File: config.mk
export PLATFORM = sky130hd
export DESIGN_NAME = acc
export DESIGN_NICKNAME = d
export VERILOG_FILES = /design/src/rtl/acc.sv
export SDC_FILE = /design/constraint.sdc
export NUM_CORES = 1
export LEC_CHECK = 0
export ABC_AREA = 1
export CORE_ASPECT_RATIO = 0.9
export CORE_MARGIN = 3
export CORE_UTILIZATION = 49
export DETAILED_ROUTE_END_ITERATION = 16
export GPL_TIMING_DRIVEN = 0
export PLACE_DENSITY = 0.88
export SETUP_SLACK_MARGIN = 0.1
export SYNTH_ARGS = -nofsm -noshare
export SYNTH_HDL_FRONTEND = slang
export SYNTH_SLANG_ARGS = --single-unit
File: constraint.sdc
create_clock -name clk -period 1 [get_ports clk]
set_input_delay 0.2 -clock clk [delete_from_list [all_inputs] [get_ports clk]]
set_output_delay 0.2 -clock clk [all_outputs]
set_load 0.03 [all_outputs]
File: src/rtl/acc.sv
// Registered WIDTH-bit adder with carry-in; the sum register's top bit holds the carry-out.
// The adder core is a two-level carry-lookahead (GROUP-bit blocks, GROUP-block supergroups).
module acc #(
    parameter int unsigned WIDTH = 128,
    parameter int unsigned GROUP = 4    // must divide WIDTH
) (
    input  logic             clk,
    input  logic             reset,
    input  logic             enable,
    input  logic             data_cin,
    input  logic [WIDTH-1:0] data_in1,
    input  logic [WIDTH-1:0] data_in2,
    output logic [WIDTH:0]   data_out
);

    localparam int unsigned NB = WIDTH / GROUP;          // lookahead blocks
    localparam int unsigned NS = (NB + GROUP - 1) / GROUP; // supergroups of blocks

    logic [WIDTH-1:0] g, p, c;
    logic [NB-1:0]    bg, bp, bc;
    logic [NS-1:0]    sg, sp, sc;
    logic             cout;
    logic [WIDTH:0]   sum;
    logic             gg, pp, carry;

    always_comb begin
        g     = data_in1 & data_in2;
        p     = data_in1 ^ data_in2;
        bg    = '0;
        bp    = '0;
        bc    = '0;
        sg    = '0;
        sp    = '0;
        sc    = '0;
        c     = '0;
        gg    = 1'b0;
        pp    = 1'b1;
        carry = 1'b0;
        cout  = 1'b0;

        // Block generate/propagate from bit-level g/p.
        for (int unsigned k = 0; k < NB; k++) begin
            gg = 1'b0;
            pp = 1'b1;
            for (int unsigned j = 0; j < GROUP; j++) begin
                gg = g[k*GROUP+j] | (p[k*GROUP+j] & gg);
                pp = pp & p[k*GROUP+j];
            end
            bg[k] = gg;
            bp[k] = pp;
        end

        // Supergroup generate/propagate from block g/p.
        for (int unsigned s = 0; s < NS; s++) begin
            gg = 1'b0;
            pp = 1'b1;
            for (int unsigned j = 0; j < GROUP; j++) begin
                if (s*GROUP + j < NB) begin
                    gg = bg[s*GROUP+j] | (bp[s*GROUP+j] & gg);
                    pp = pp & bp[s*GROUP+j];
                end
            end
            sg[s] = gg;
            sp[s] = pp;
        end

        carry = data_cin;
        for (int unsigned s = 0; s < NS; s++) begin
            sc[s] = carry;
            carry = sg[s] | (sp[s] & carry);
        end
        cout = carry;

        // Distribute supergroup carries to blocks, then block carries to bits.
        for (int unsigned s = 0; s < NS; s++) begin
            carry = sc[s];
            for (int unsigned j = 0; j < GROUP; j++) begin
                if (s*GROUP + j < NB) begin
                    bc[s*GROUP+j] = carry;
                    carry = bg[s*GROUP+j] | (bp[s*GROUP+j] & carry);
                end
            end
        end

        for (int unsigned k = 0; k < NB; k++) begin
            carry = bc[k];
            for (int unsigned j = 0; j < GROUP; j++) begin
                c[k*GROUP+j] = carry;
                carry = g[k*GROUP+j] | (p[k*GROUP+j] & carry);
            end
        end

        sum = {cout, p ^ c};
    end

    always_ff @(posedge clk or negedge reset) begin
        if (!reset) begin
            data_out <= '0;
        end else if (enable) begin
            data_out <= sum;
        end
    end

endmodule

==> impl_results.md, run 1 <==
* Outcome: finished, violations left
* Failing checks: hold timing, setup timing
* Placed cells at roughly 1,700
* Post-Route WL at 48,700 um
* FP Rows at 49
* Synth area leaders: dfrtp_1 (32%), fa_1 (19%), ha_1 (16%)
* DRC errors left at 0
* Post-Synth XOR/XNOR Area at 0.0279
* Most common cell in the synthesized netlist: nand2_1
* Mapped Nets at 1,551
* Largest family of logic cells by synthesized area: adder cells
* FF+latch count, synth at 129
* Synth Area in Compound Gates at 0.0764
* CTS Buf Count at 17
* Die area at about 22,000 sq um
* Setup Slack @ Placement at -3.58 ns
* Power Dens Cells at 1560 nW/um^2
* First drt pass iteration count at 6
* Worst-path maximum fanout at 2
* Clock buffer depth at 2
* Register Area at 3230 sq um
* VDD IR-drop max at 1.11 mV
* Slew @ Worst Pin at 0.837 ns
* Worst EP required at 1.37 ns
* Largest net degree at the start of global routing at 67
* CP max stage cell: fa_2
* Area of the multi-input gates at around 8200 sq um
* Syn_area_per_cell at about 9.4 sq um
* FF-to-FF setup slack at 0.17 ns
* Via density at 6.21
* Grt ovf at 0
* WHS at -0.242 ns
* Largest register FFs at 129
* EDFF count, synth at 0
* Fin crit share at 3.88
* Clock latency on the worst-skew pair at 0.42 ns
* Final design utilization at 0.854
* Fmax at between 200 and 300 MHz
* CP Class: input port to register
* Yosys top cell by area: dfrtp_1
* DR vias at 11,500
* Synth top area share at 0.321
* Min Tclk post-route at 3.88 ns
* Post-synth top cells: nand2_1 (388), dfrtp_1 (129), ha_1 (128)
* H-tree depth at 4
* Drt wl/cell at approximately 26 um
* Initial drt markers at 1,044
* Critical Path AT at roughly 4.3 ns
* Setup violators final at 258
* Critical Path Start Type: input port
* Post-Synth Adder-Cell Area at 0.351
* Sink Count at 129
* Crit Reg-Reg Startpoint: data_out[59]
* Seq/Total Area, Yosys at 0.321
* Initial Util at 0.501
* Ys Warns at 0
* Area delta synth->final at 70.4%
* Vias in the first global route at around 12,000
* Worst reg2reg endpoint: data_out[59]
* Final-report max-slew violation count at 0
* Leak at 0.00777 uW
* Crit. End Element: register
* Worst path max stage delay at ~0.56 ns
* Reg2Reg Depth at 2
* RSZ-0062 raised after global routing: true
* Mapped cell area at 10,100 sq um
* Synth Area in Simple Gates at 0.199
* Routability congestion estimate at 0.953
* Number of port buffers at 387
* Final Non-Filler Cells at 1,849
* Largest regs: data_out (129)
* Die Y at ~140 um
* Top_reg_cell synth: dfrtp_1
* Final ANT Viol Nets at 0
* Slew Limit Headroom at 0.442
* Synth cell types at 34
* Final layout net count at approximately 2,000
* Post-synthesis mux area share at 0
* Core area at 20,000 sq um
* Asr flop ratio synth at 1.00
* Skew final at 0 ns
* First-pass GRT wire length at 64,000 um
* Most used cell, CP: nand2_4
* GRT Util Overall at 0.376
* Share of layout cells above drive strength 1 at 0.353
* Top reg by flops: data_out
* Antenna violations before repair at 11
* HPWL after DPL at between 20,000 and 30,000 um
* Clk root buf: clkbuf_16
* Synth Instances at about 1,100
* Max-cap violations at 0
* Final Hold Viols at 65
* IO Pins at between 300 and 400
* Min-delay worst type: input port to asynchronous set/reset pin
* Worst-path clk slew at 0.07 ns
* Final critical-path setup slack at -2.88 ns
* Die W at between 150 and 200 um
* CTS tree: done
* Fillcell total at ~890
==> cells by family after synthesis <==
| kind of cell | count (synthesis) |
|---|---|
| AOI/OAI and AO/OA | 135 |
| xor gates and xnor gates | 32 |
| adders and majority gates | 224 |
| buffers and inverters | 68 |
| DFF | 129 |
| and+or+nand+nor | 479 |
==> worst max path at each step <==
stage,start,end,slack (ns)
floorplan,data_in1[7],data_out[126],-2.45
global placement,reset,data_out[45],-5.54
detailed placement,data_in1[18],data_out[127],-3.58
CTS,data_in2[6],data_out[127],-2.49
global route,data_in1[40],data_out[110],-3.00
finish,data_in1[40],data_out[110],-2.88
==> power by group <==
group	leakage (uW)	internal, uW	switching (uW)
sequential	0.00157	6230	726
combinational	0.00587	5520	7040
clock	0.000321	4580	2690
total	0.00777	16300	10500
==> critical path, delay by kind of cell <==
kind	cells	cell delay [ns]
compound gates	5	0.91
fa+ha+maj	4	1.61
buf+inv	2	0.42
simple gates	15	1.11
==> routing by layer <==
layer	vias up	share of wire	global-route usage	wire [um]
li1	4562	-	-	-
met1	5484	0.31	0.394	15200
met5	-	0.00094	0	46
met4	6	0.10	0.251	4930
met2	1009	0.47	0.643	22900
met3	428	0.11	0.119	5590
==> metrics by stage <==
step	hold WS [ns]	total power [uW]	cell area [sq um]	setup TNS [ns]
3_3_place_gp	0.454	16500	14600	-1050.32
4_1_cts	-0.201	25000	16600	-305.86
6_report	-0.242	26800	17100	-347.97
3_5_place_dp	0.246	16900	14700	-350.11
2_1_floorplan	-0.0956	12000	10400	-203.84
5_1_grt	-0.188	27700	17100	-363.22
==> repair_timing <==
action,CTS,global route
endpoints found under the setup margin,258,258
buffers inserted,88,26
resized for setup,594,196
pin swaps,151,110
gates cloned,0,0
hold endpoints to repair,65,65
==> cell type report <==
cell class	count	share of cell area
multi-input combinational	870	0.481
clock buffer	20	0.0267
sequential	129	0.188
antenna	10	0.00146
buffer	28	0.00621
clock inverter	12	0.0118
inverter	40	0.00913
timing repair buffer	485	0.257
tap	255	0.0186
==> cells in the final DEF (no fill, tap or decap), types with 30 or more instances in the layout <==
cell / netlist / routed
buf_6: 0 / 49
nand2_2: 14 / 60
nand2_1: 388 / 332
inv_1: 38 / 30
ha_4: 0 / 52
buf_2: 0 / 45
fa_2: 0 / 96
dfrtp_1: 129 / 129
ha_1: 128 / 69
dlygate4sd2_1: 0 / 53
buf_4: 0 / 78
clkdlybuf4s50_1: 0 / 224
Power figures use the tool's default switching activity.
==> inputs of run 2 (changes only) <==
--- a/config.mk
+++ b/config.mk
@@ -8,11 +8,12 @@
 export ABC_AREA = 1
 export CORE_ASPECT_RATIO = 0.9
 export CORE_MARGIN = 3
-export CORE_UTILIZATION = 49
+export CORE_UTILIZATION = 45
 export DETAILED_ROUTE_END_ITERATION = 16
 export GPL_TIMING_DRIVEN = 0
-export PLACE_DENSITY = 0.88
+export PLACE_DENSITY = 0.82
 export SETUP_SLACK_MARGIN = 0.1
+export SLEW_MARGIN = 20
 export SYNTH_ARGS = -nofsm -noshare
 export SYNTH_HDL_FRONTEND = slang
 export SYNTH_SLANG_ARGS = --single-unit
==> constraint.sdc (replaced) <==
create_clock -name clk -period 4 [get_ports clk]
set_input_delay 0.8 -clock clk [delete_from_list [all_inputs] [get_ports clk]]
set_output_delay 0.8 -clock clk [all_outputs]
set_load 0.03 [all_outputs]
==> impl_results.md, run 2 (synthesized netlist as in run 1, its figures left out) <==
* Largest net degree at the start of global routing at 73 (was 67)
* Max-cap violations at 0 (unchanged)
* Final Hold Viols at 0 (was 65)
* Post-route cell area at 16,700 sq um (was 17,100 sq um)
* Setup violators final at 23 (was 258)
* Crit. End Element: register (unchanged)
* Area delta synth->final at 66.6% (was 70.4%)
* CTS tree: done (unchanged)
* Failing checks: setup timing (was hold timing, setup timing)
* Drt wl/cell at 21.0 um (was 26.3 um)
* Worst-path clk slew at 0.06 ns (was 0.07 ns)
* HPWL after DPL at 28,700 um (was 27,600 um)
* Final-report max-slew violation count at 0 (unchanged)
* Worst-path maximum fanout at 3 (was 2)
* Fin crit share at 1.06
* Sw frac at 0.384 (was 0.390)
* IO Pins at 389 (unchanged)
* CP max stage cell: fa_2 (unchanged)
* Post-Route WL at 39,500 um (was 48,700 um)
* Die Y at 148 um (was 142 um)
* First drt pass iteration count at 7 (was 6)
* Die area at 24,200 sq um (was 22,300 sq um)
* Post-DP Area at 14,500 sq um (was 14,700 sq um)
* Share of layout cells above drive strength 1 at 0.263 (was 0.353)
* CTS Buf Count at 17 (unchanged)
* Final layout net count at 2,048 (was 2,055)
* Initial Util at 0.462 (was 0.501)
* Final critical-path setup slack at -0.242 ns (was -2.88 ns)
* H-tree depth at 4 (unchanged)
* FP Rows at 51 (was 49)
* Commonest non-fill, non-tap cells in the layout: nand2_1 (363), clkdlybuf4s50_1 (243), dfrtp_1 (129) (was nand2_1 (332), clkdlybuf4s50_1 (224), dfrtp_1 (129))
* Min-delay worst type: input port to asynchronous set/reset pin (unchanged)
* Antenna violations before repair at 16 (was 11)
* Area of the multi-input gates at 7890 sq um (was 8230 sq um)
* Largest register FFs at 129 (unchanged)
* Net Sw Power at 2350 uW (was 10,500 uW)
* Skew final at 0 ns (unchanged)
* Sink Count at 129 (unchanged)
* Commonest non-fill, non-tap cell in the layout: nand2_1 (unchanged)
* Most used cell, CP: nand2_4 (unchanged)
* First-pass GRT wire length at 58,400 um (was 64,000 um)
* CP Class: input port to register (unchanged)
* Power Dens Cells at 366 nW/um^2 (was 1560 nW/um^2)
* Die W at 164 um (was 157 um)
* Register Area at 3230 sq um (unchanged)
* Vias in the first global route at 10,900 (was 11,900)
* Final ANT Viol Nets at 0 (unchanged)
* Final design utilization at 0.770 (was 0.854)
* Clk root buf: clkbuf_16 (unchanged)
* Critical Path Start Type: input port (unchanged)
* Clock buffer depth at 2 (unchanged)
* Min Tclk post-route at 4.24 ns
* DR vias at 10,200 (was 11,500)
* Via density at 5.41 (was 6.21)
* Slew @ Worst Pin at 0.826 ns (was 0.837 ns)
* WHS at 0.288 ns (was -0.242 ns)
* VDD IR-drop max at 0.239 mV (was 1.11 mV)
* Leak at 0.00767 uW (was 0.00777 uW)
* Initial drt markers at 560 (was 1,044)
* Worst EP required at 4.36 ns (was 1.37 ns)
* Critical Path AT at 4.60 ns (was 4.25 ns)
* Clock latency on the worst-skew pair at 0.42 ns (about the same)
* Core area at 21,800 sq um (was 20,000 sq um)
* # hold bufs at CTS at 0
* DRC errors left at 0 (unchanged)
* GRT Util Overall at 0.317 (was 0.376)
* Largest regs: data_out (129) (unchanged)
* Setup Slack @ Placement at -1.26 ns (was -3.58 ns)
* Outcome: finished, violations left (unchanged)
* Final TNS setup at -2.77 ns (was -347.97 ns)
* Worst path max stage delay at 0.54 ns (was 0.56 ns)
* Slew Limit Headroom at 0.450 (was 0.442)
* Clock Power Share at 0.251 (was 0.272)
* Flop pwr share at 0.280 (was 0.260)
* Routability congestion estimate at 0.996 (was 0.953)
* Grt ovf at 0 (unchanged)
* Number of port buffers at 387 (unchanged)
* Fmax at 236 MHz
* Top reg by flops: data_out (unchanged)
* Internal at 3770 uW (was 16,300 uW)
* RSZ-0062 raised after global routing: true (unchanged)
* Fillcell total at 1,418 (was 892)
* Proportion of power drawn by combinational gates at 0.469 (about the same)
run 2: cell count changes in the layout (fill, tap and decap cells not counted), moves of 7 or more:
cell / previous run / this run
xnor2_1: 7 / 14
buf_2: 45 / 18
ha_1: 69 / 81
o21ai_0: 6 / 19
fa_1: 0 / 38
nand2_2: 60 / 24
ha_4: 52 / 44
o21ai_1: 29 / 17
clkdlybuf4s50_1: 224 / 243
buf_6: 49 / 22
nand2_1: 332 / 363
dlygate4sd2_1: 53 / 73
fa_2: 96 / 58
run 2: worst max-delay path, delay by kind of cell:
family / cells / cell delay (ns)
adder cells (fa/ha/maj): 4 / 1.47
buffers and inverters: 2 / 0.27
AND/OR/NAND/NOR: 28 / 2.03
run 2: repair_timing:
action	4_1_cts	5_1_grt
gates resized for setup	413	166
endpoints found under the setup margin	56	54
setup buffers	76	29
pin swaps	126	114
run 2: worst paths after layout:
check	start	to	slack (ns)	depth (start not counted)
worst min register to register	data_out[100]	data_out[100]	0.47	2
min in group clk	data_out[100]	data_out[100]	0.47	2
worst max register to register	data_out[83]	data_out[83]	3.24	2
max in group asynchronous	reset	data_out[95]	2.97	2
worst min-delay path	reset	data_out[98]	0.29	1
worst max-delay path	data_in1[7]	data_out[126]	-0.24	34
run 2: final cells by class:
class                      count  share of cell area
timing repair buffer         478               0.263
buffer                        28             0.00628
clock buffer                  18              0.0256
antenna                       14             0.00209
inverter                      40             0.00896
tap                          291              0.0217
multi-input combinational    870               0.471
clock inverter                13             0.00829
sequential                   129               0.193
run 2: power groups by stage:
stage	sequential (uW)	clock (uW)	combinational (uW)
finish	1710	1540	2870
detailed placement	1720	0	2460
CTS	1710	1550	2670
global placement	1720	0	2390
floorplan	2220	0	755
global route	1740	1620	3070
run 2: per-stage QoR:
stage          total power (uW)  instances
3_3_place_gp               4110       1745
5_1_grt                    6430       1880
4_1_cts                    5930       1853
6_report                   6120       1881
3_5_place_dp               4180       1746
2_1_floorplan              2980       1067
run 2: per-layer routing:
layer | track usage | vias up | routed length [um]
met5 | 0 | - | 35
met4 | 0.196 | 6 | 2430
met3 | 0.0888 | 165 | 3380
met2 | 0.544 | 528 | 19900
met1 | 0.346 | 4927 | 13800
li1 | - | 4551 | -
